--- src/rtl/icu_pkg.sv ---
// Shared types and instruction-word layout for the 1-bit instruction control unit.
package icu_pkg;

   // 4-bit opcode, in the order of the instruction set table
   typedef enum logic [3:0] {
      NOPO = 4'h0,
      LD   = 4'h1,
      LDC  = 4'h2,
      AND  = 4'h3,
      ANDC = 4'h4,
      OR   = 4'h5,
      ORC  = 4'h6,
      XNOR = 4'h7,
      STO  = 4'h8,
      STOC = 4'h9,
      IEN  = 4'hA,
      OEN  = 4'hB,
      JMP  = 4'hC,
      RTN  = 4'hD,
      SKZ  = 4'hE,
      NOPF = 4'hF
   } opcode_e;

   typedef enum logic {
      FETCH = 1'b0,
      EXEC  = 1'b1
   } state_e;

   // Instruction word is {opcode, operand}; the opcode sits directly above
   // the ADDR_W-bit operand, so its LSB position equals ADDR_W.
   localparam int OPC_W       = 4;
   localparam int OPERAND_LSB = 0;

   // Opcodes that drive ram_read while executing.
   function automatic logic reads_ram(input opcode_e op);
      logic r;
      r = 1'b0;
      case (op)
         LD, LDC, AND, ANDC, OR, ORC, XNOR, IEN, OEN: r = 1'b1;
         default:                                     r = 1'b0;
      endcase
      return r;
   endfunction

endpackage

--- src/rtl/icu_logic_unit.sv ---
// Combinational 1-bit logic unit: next RR from opcode, current RR and masked data.
module icu_logic_unit
   import icu_pkg::*;
(
   input  opcode_e op,
   input  logic    rr,
   input  logic    d,
   output logic    rr_next
);

   // Opcodes outside the logic group leave RR unchanged
   always_comb begin
      rr_next = rr;
      case (op)
         LD:      rr_next = d;
         LDC:     rr_next = ~d;
         AND:     rr_next = rr & d;
         ANDC:    rr_next = rr & ~d;
         OR:      rr_next = rr | d;
         ORC:     rr_next = rr | ~d;
         XNOR:    rr_next = ~(rr ^ d);
         default: rr_next = rr;
      endcase
   end

endmodule

--- src/rtl/icu_core.sv ---
// Instruction control unit: fetch/execute sequencer, program counter, result
// register, I/O enable flags, skip flag and RAM/strobe decode.
//
// state | meaning
// ------+------------------------------------------------------------
// FETCH | pc stable on ROM; instruction word captured into IR at edge
// EXEC  | IR decoded; RAM controls/strobes driven; RR/flags/pc update
module icu_core
   import icu_pkg::*;
#(
   parameter int ADDR_W = 8,
   parameter int PC_W   = 8
)
(
   input  logic              clk,
   input  logic              rst,
   output logic [PC_W-1:0]   pc,
   input  logic [ADDR_W+3:0] prog_data,
   output logic [ADDR_W-1:0] ram_address,
   output logic              ram_read,
   output logic              ram_write,
   output logic              ram_wdata,
   input  logic              ram_rdata,
   output logic              rr,
   output logic              jmp_o,
   output logic              rtn_o,
   output logic              flag0_o,
   output logic              flagf_o
);

   localparam int OPC_LSB = ADDR_W;

   state_e              state_q;
   state_e              state_d;
   logic [ADDR_W+3:0]   ir_q;
   logic [PC_W-1:0]     pc_q;
   logic                rr_q;
   logic                ien_q;
   logic                oen_q;
   logic                skip_q;

   opcode_e             op;
   logic [ADDR_W-1:0]   operand;
   logic [PC_W-1:0]     jmp_target;
   logic                d_masked;
   logic                rr_next;
   logic                exec_live;

   assign op        = opcode_e'(ir_q[OPC_LSB +: OPC_W]);
   assign operand   = ir_q[OPERAND_LSB +: ADDR_W];
   assign d_masked  = ram_rdata & ien_q;
   // A skipped instruction and an instruction aborted by rst do nothing visible
   assign exec_live = (state_q == EXEC) && !skip_q && !rst;

   generate
      if (PC_W <= ADDR_W) begin : g_tgt_slice
         assign jmp_target = operand[PC_W-1:0];
      end else begin : g_tgt_ext
         assign jmp_target = {{(PC_W-ADDR_W){1'b0}}, operand};
      end
   endgenerate

   icu_logic_unit u_logic (
      .op      (op),
      .rr      (rr_q),
      .d       (d_masked),
      .rr_next (rr_next)
   );

   // FSM state register
   always_ff @(posedge clk) begin
      if (rst) begin
         state_q <= FETCH;
      end else begin
         state_q <= state_d;
      end
   end

   // FSM next state: strict alternation, every instruction is two cycles
   always_comb begin
      state_d = FETCH;
      case (state_q)
         FETCH:   state_d = EXEC;
         EXEC:    state_d = FETCH;
         default: state_d = FETCH;
      endcase
   end

   // FSM outputs: RAM controls and strobes decoded from IR during a live EXEC
   always_comb begin
      ram_read  = 1'b0;
      ram_write = 1'b0;
      ram_wdata = 1'b0;
      jmp_o     = 1'b0;
      rtn_o     = 1'b0;
      flag0_o   = 1'b0;
      flagf_o   = 1'b0;
      if (exec_live) begin
         ram_read = reads_ram(op);
         case (op)
            STO: begin
               ram_write = oen_q;
               ram_wdata = oen_q & rr_q;
            end
            STOC: begin
               ram_write = oen_q;
               ram_wdata = oen_q & ~rr_q;
            end
            JMP:     jmp_o   = 1'b1;
            RTN:     rtn_o   = 1'b1;
            NOPO:    flag0_o = 1'b1;
            NOPF:    flagf_o = 1'b1;
            default: ;
         endcase
      end
   end

   // Instruction register, program counter and architectural flags
   always_ff @(posedge clk) begin
      if (rst) begin
         ir_q   <= '0;
         pc_q   <= '0;
         rr_q   <= 1'b0;
         ien_q  <= 1'b0;
         oen_q  <= 1'b0;
         skip_q <= 1'b0;
      end else if (state_q == FETCH) begin
         ir_q <= prog_data;
      end else begin
         pc_q   <= pc_q + PC_W'(1);
         skip_q <= 1'b0;
         if (!skip_q) begin
            rr_q <= rr_next;
            case (op)
               IEN:     ien_q  <= ram_rdata;
               OEN:     oen_q  <= ram_rdata;
               JMP:     pc_q   <= jmp_target;
               RTN:     skip_q <= 1'b1;
               SKZ:     skip_q <= ~rr_q;
               default: ;
            endcase
         end
      end
   end

   assign pc          = pc_q;
   assign rr          = rr_q;
   // IR keeps the last executed operand through FETCH, so the address holds
   assign ram_address = operand;

endmodule

--- config.mk ---
export PLATFORM = sky130hd
export DESIGN_NAME = icu_core
export DESIGN_NICKNAME = d
export VERILOG_FILES = /design/src/rtl/icu_pkg.sv /design/src/rtl/icu_logic_unit.sv /design/src/rtl/icu_core.sv
export SDC_FILE = /design/constraint.sdc
export NUM_CORES = 1
export LEC_CHECK = 0
export ABC_AREA = 0
export CAP_MARGIN = 20
export CORE_MARGIN = 1.5
export CORE_UTILIZATION = 43
export CTS_CLUSTER_DIAMETER = 120
export DETAILED_ROUTE_END_ITERATION = 6
export PLACE_DENSITY = 0.82
export SYNTH_ARGS = -nofsm -noshare
export SYNTH_HDL_FRONTEND = slang
export SYNTH_SLANG_ARGS = --single-unit
--- constraint.sdc ---
create_clock -name clk -period 1.65 [get_ports clk]
set_input_delay 0.33 -clock clk [delete_from_list [all_inputs] [get_ports clk]]
set_output_delay 0.33 -clock clk [all_outputs]
set_load 0.005 [all_outputs]
==> metrics.txt, run 1 <==
run status finished, violations left; failing checks negative setup slack; Clock Path Buffers 2; Nets 214; Max Cap Viol 0; arrival time worst endpoint 1.57 ns; HPWL after detailed placement 2.40 mm; design area 1890 sq um; crit path kind reg -> out; unrepaired setup endpoints after global routing yes; max_slew headroom 74.3%; CTS tree built; Hold Fails Final Rpt 0; min cycle time layout 1.90 ns; vias in the first global route 1194; Async SR Flop Fraction 0%; placed cell area 1790 sq um; GP Congestion 0.848; setup violators final 6; Core Region 3050 sq um; CTS sink count 26; startpoint types flop; fillcell total 269; dpl ws -0.665 ns; Final WS setup -0.251 ns; Final ANT Viol Nets 0; largest net degree at the start of global routing 27; leakage power 0.754 nW; Unique masters post-synth 40; routed vias 1286; post-synthesis register bit count 26; clk slew on worst S/H paths 0.14 ns; Clock Latency Late Sink 0.33 ns; Die Y 59.8 um; WL/cell 14.0 um; Top Ports 39; worst clock skew 0.00260 ns; first-pass GRT wire length 5.32 mm; Tot Pwr 1.28 mW; number of CTS-inserted buffers 3; CP max FO 2; EDFF count, synth 0; Mean Syn Cell Area 8.77 sq um; routed vias/inst 5.34; share of layout cells above drive strength 1 22.8%; area grow syn2layout 36.1%; n_diodes 0; Min-Delay Path Class reg -> reg; Syn Std Cell Area 1390 sq um; Initial Utilization 45.4%; PwrDens 679 nW/um^2; synth warn 0; row count 20; area of the multi-input gates 777 sq um; Overall Global Routing Usage 19.3%; Syn Inst Count 158; antenna violations before repair 0; Post-synth top flop dfxtp_1; critical path data required time 1.32 ns; fin. max-slew vios 0; commonest non-fill, non-tap cells in the layout clkdlybuf4s50_1 (31), nor2_1 (24), dfxtp_1 (20); DRC viols 0; Fmax 526 MHz; most common cell after layout, fill and taps aside clkdlybuf4s50_1; VDD IR-drop max 373 uV; Tcrit/Tclk final 115%; DRT Wirelength 3.38 mm; die width 59.8 um; CP endpoint kind output pin; PortBufs 38; Initial DRC Count 36; register area 528 sq um; 1st-pass router iterations 5; die area 3570 sq um; Root Buffer clkbuf_4; Synthesized Nets 174; H-Tree Depth 1; Slew @ Worst Pin 0.382 ns; sequential fraction of the synthesis area 37.5%; Hold WS 0.516 ns; total gr overflow 0
synthesized netlist by cell type, types with 2 or more instances:
cell type / count / area (sq um)
dfxtp_1: 26 / 521
nor2_1: 25 / 93.8
mux2i_1: 19 / 190
buf_4: 9 / 67.6
nand2_1: 7 / 26.3
inv_1: 6 / 22.5
nand3_1: 6 / 30.0
nor3_1: 5 / 25.0
o32ai_1: 5 / 43.8
buf_2: 4 / 20.0
nand2b_1: 4 / 25.0
o21ai_0: 4 / 20.0
a31oi_1: 3 / 18.8
a21boi_0: 2 / 15.0
a21oi_1: 2 / 10.0
and2_1: 2 / 12.5
buf_1: 2 / 7.51
clkbuf_1: 2 / 7.51
nand3b_1: 2 / 15.0
o21a_1: 2 / 15.0
o22ai_1: 2 / 12.5
cells by family (layout without fill, tap and decap cells):
family | count (synthesis) | after routing | share of synthesized area, %
adder cells (fa/ha/maj) | 1 | 1 | 0.902
buffers and inverters | 24 | 63 | 9.84
AND/OR/NAND/NOR | 61 | 61 | 23.9
AO/OA/AOI/OAI | 25 | 25 | 12.8
flip-flops | 26 | 26 | 37.5
XOR/XNOR | 2 | 2 | 1.26
multiplexers | 19 | 19 | 13.7
layout make-up:
cell class | count | share of cell area [%]
inverters | 6 | 1.19
clock buffers | 4 | 1.92
multi-input cells | 108 | 41.2
flip-flops and latches | 26 | 28.0
repair buffers | 53 | 24.8
well taps | 44 | 2.92
per-layer routing:
metal	part of all wire [%]	vias up	GRT usage (%)
met5	0	-	0
met4	1.2	0	5.71
met3	4.9	6	1.95
met2	51	53	32.9
met1	43	604	25.6
li1	-	623	-
metrics by stage:
step	cells	util, %	TNS (ns)
floorplan	158	-	0
global placement	233	58.6	-3.51
detailed placement	233	58.6	-3.97
CTS	240	61.3	-0.960
global route	241	61.8	-1.36
finish	241	61.8	-0.918
what timing repair did:
action                     in CTS  in global routing
resized for setup              41                  5
setup endpoints to repair       7                 11
pin swaps                       9                  4
hold endpoints to repair        0                  0
buffers inserted                3                  1
hold buffers                    0                  0
where the power goes:
| part | internal (mW) | total, mW | switching, mW |
|---|---|---|---|
| registers | 0.661 | 0.691 | 0.0298 |
| logic | 0.146 | 0.254 | 0.108 |
| clock network | 0.135 | 0.335 | 0.200 |
| total | 0.943 | 1.28 | 0.338 |
worst max-delay path, stage by stage (launching register included):
cell      delay, ns
dfxtp_2        0.36
nand2b_4       0.13
or2_4          0.24
nor4_4         0.22
and2_1         0.17
buf_2          0.12
state kept, by name, summed over array words and instances (netlist names), named ones only:
name     count
rr           1
state_q      1
ien_q        1
skip_q       1
pc           8
ir_q        12
oen_q        1
path summary, 6_finish.rpt:
path / slack (ns) / endpoint / cells after the start / start
max: -0.25 / ram_wdata / 5 / skip_q
min: 0.52 / pc[1] / 2 / ir_q[1]
max reg2reg: 0.05 / pc[4] / 5 / ir_q[10]
min reg2reg: 0.52 / pc[1] / 2 / ir_q[1]
Note: power is estimated with default switching activity, not from simulation.
==> inputs of run 2 (changes only) <==
==> constraint.sdc (replaced) <==
create_clock -name clk -period 1.65 [get_ports clk]
set_input_delay 0.165 -clock clk [delete_from_list [all_inputs] [get_ports clk]]
set_output_delay 0.165 -clock clk [all_outputs]
set_load 0.005 [all_outputs]
==> metrics.txt, run 2 (synthesis results as in run 1) <==
run status finished, violations left; failing checks negative setup slack; Slew @ Worst Pin 0.352 ns (-0.0301 ns); fillcell total 255 (-5.2%); Initial Utilization 45.4% (unchanged); Initial DRC Count 49 (+36%); crit path kind reg -> out; arrival time worst endpoint 1.58 ns (about the same); min cycle time layout 1.75 ns (-0.155 ns); routed vias/inst 5.30 (-0.62%); Fmax 573 MHz (+8.9%); 1st-pass router iterations 4 (-1); critical path buffer and inverter count 1 (unchanged); Hold Fails Final Rpt 0 (unchanged); die width 59.8 um (unchanged); GP Congestion 0.848 (about the same); die area 3570 sq um (unchanged); number of CTS-inserted buffers 3 (unchanged); CP max FO 3 (+1); most common cell after layout, fill and taps aside clkdlybuf4s50_1; vias in the first global route 1271 (+6.4%); max_slew headroom 76.3% (+2.0 points); Final WS setup -0.0961 ns (+0.155 ns); Finished Layout Cells 244 (+1.2%); CTS tree built; critical path data required time 1.48 ns (+0.16 ns); Root Buffer clkbuf_4; Worst path slowest cell clkdlybuf4s50_1; WL/cell 14.2 um (+1.3%); DRT Wirelength 3.47 mm (+2.6%); n_diodes 0 (unchanged); first-pass GRT wire length 5.49 mm (+3.1%); Nets 217 (+1.4%); Min-Delay Path Class in -> reg; clk slew on worst S/H paths 0.15 ns (about the same); dpl cells 231 (-0.86%); PortBufs 38 (unchanged); PwrDens 670 nW/um^2 (-1.3%); Max Cap Viol 0 (unchanged); Clock Latency Late Sink 0.34 ns (about the same); CTS sink count 26 (unchanged); row count 20 (unchanged); Overall Global Routing Usage 20.5% (+1.2 points); family with the most delay on the worst path buffers and inverters; routed vias 1294 (+0.62%); hold buffers post-CTS 0 (unchanged); VDD IR-drop max 357 uV (-4.5%); Crit path largest cell delay 0.49 ns (+0.13 ns); setup violators final 5 (-1); Worst R2R Setup Slack -0.02 ns (-0.07 ns); Tcrit/Tclk final 106% (-9.4 points); worst clock skew 0.0132 ns (+0.0106 ns); max FFs per register 12 (unchanged); Top Ports 39 (unchanged); leakage power 0.756 nW (+0.28%); Final ANT Viol Nets 0 (unchanged); Die Y 59.8 um (unchanged); share of layout cells above drive strength 1 20.0% (-2.8 points); post-route setup TNS -0.275 ns (+0.643 ns); commonest non-fill, non-tap cells in the layout clkdlybuf4s50_1 (32), nor2_1 (24), dfxtp_1 (23); CP Cell Sequence nand2b_4 > nor2_2 > and2_1 > clkdlybuf4s50_1; antenna violations before repair 0 (unchanged); H-Tree Depth 1 (unchanged); fin. max-slew vios 0 (unchanged); Clock Path Buffers 2 (unchanged); largest net degree at the start of global routing 27 (unchanged); Top reg by flops ir_q; unrepaired setup endpoints after global routing yes; HPWL after detailed placement 2.33 mm (-3.0%); CP endpoint kind output pin; total gr overflow 0 (unchanged); Core Region 3050 sq um (unchanged); DRC viols 0 (unchanged); area grow syn2layout 37.2%; startpoint types flop
-- run 2: cell types whose count changed in the layout (fill, tap and decap cells not counted), sizes merged --
cell,before,now
clkdlybuf4s50,31,32
dlygate4sd2,0,2
-- run 2: final cells by class --
cell class | instances | area (sq um) | share of cell area (%)
multi-input cells | 108 | 771 | 40.5
flip-flops and latches | 26 | 524 | 27.6
repair buffers | 56 | 493 | 25.9
well taps | 44 | 55.1 | 2.89
clock buffers | 4 | 36.3 | 1.91
inverters | 6 | 22.5 | 1.18
-- run 2: path summary, 6_finish.rpt --
kind	to	cells past startpoint	start
max	ram_read	4	skip_q
min	ir_q[1]	3	prog_data[1]
max reg2reg	skip_q	10	skip_q
min reg2reg	pc[1]	2	ir_q[1]
-- run 2: timing repair --
item	in CTS	in global routing
pin swaps	6	4
buffers inserted	8	1
endpoints found under the setup margin	7	7
resized for setup	25	5
-- run 2: report_power, final --
group | total (mW) | switching [mW] | leakage, nW | internal, mW
Clock | 0.332 | 0.197 | 0.0210 | 0.135
Combinational | 0.250 | 0.107 | 0.520 | 0.143
Sequential | 0.692 | 0.0312 | 0.215 | 0.661
Total | 1.27 | 0.335 | 0.756 | 0.940
-- run 2: layer usage --
| metal | up-vias | global-route usage (%) | routed length, um |
|---|---|---|---|
| li1 | 626 | - | - |
| met5 | - | 0 | 0 |
| met2 | 60 | 34.3 | 1780 |
| met4 | 0 | 14.0 | 116 |
| met3 | 14 | 3.25 | 186 |
| met1 | 594 | 23.7 | 1390 |
-- run 2: metrics by stage --
stage / utilization [%] / area, sq um / hold WS (ns) / setup WS [ns] / total power [mW]
6_report: 62.3 / 1900 / 0.407 / -0.0961 / 1.27
5_1_grt: 62.3 / 1900 / 0.408 / -0.164 / 1.32
4_1_cts: 61.8 / 1890 / 0.408 / -0.176 / 1.27
3_5_place_dp: 58.2 / 1780 / 0.493 / -0.320 / 0.933
3_3_place_gp: 58.2 / 1780 / 0.481 / -0.275 / 0.925
2_1_floorplan: - / 1390 / 0.309 / 0.304 / 0.838
-- run 2: tightest hold or removal path, delay by kind of cell --
| family | cells | cell delay (ns) |
|---|---|---|
| buffers and inverters | 1 | 0.39 |
| muxes | 1 | 0.12 |
| and+or+nand+nor | 1 | 0.05 |
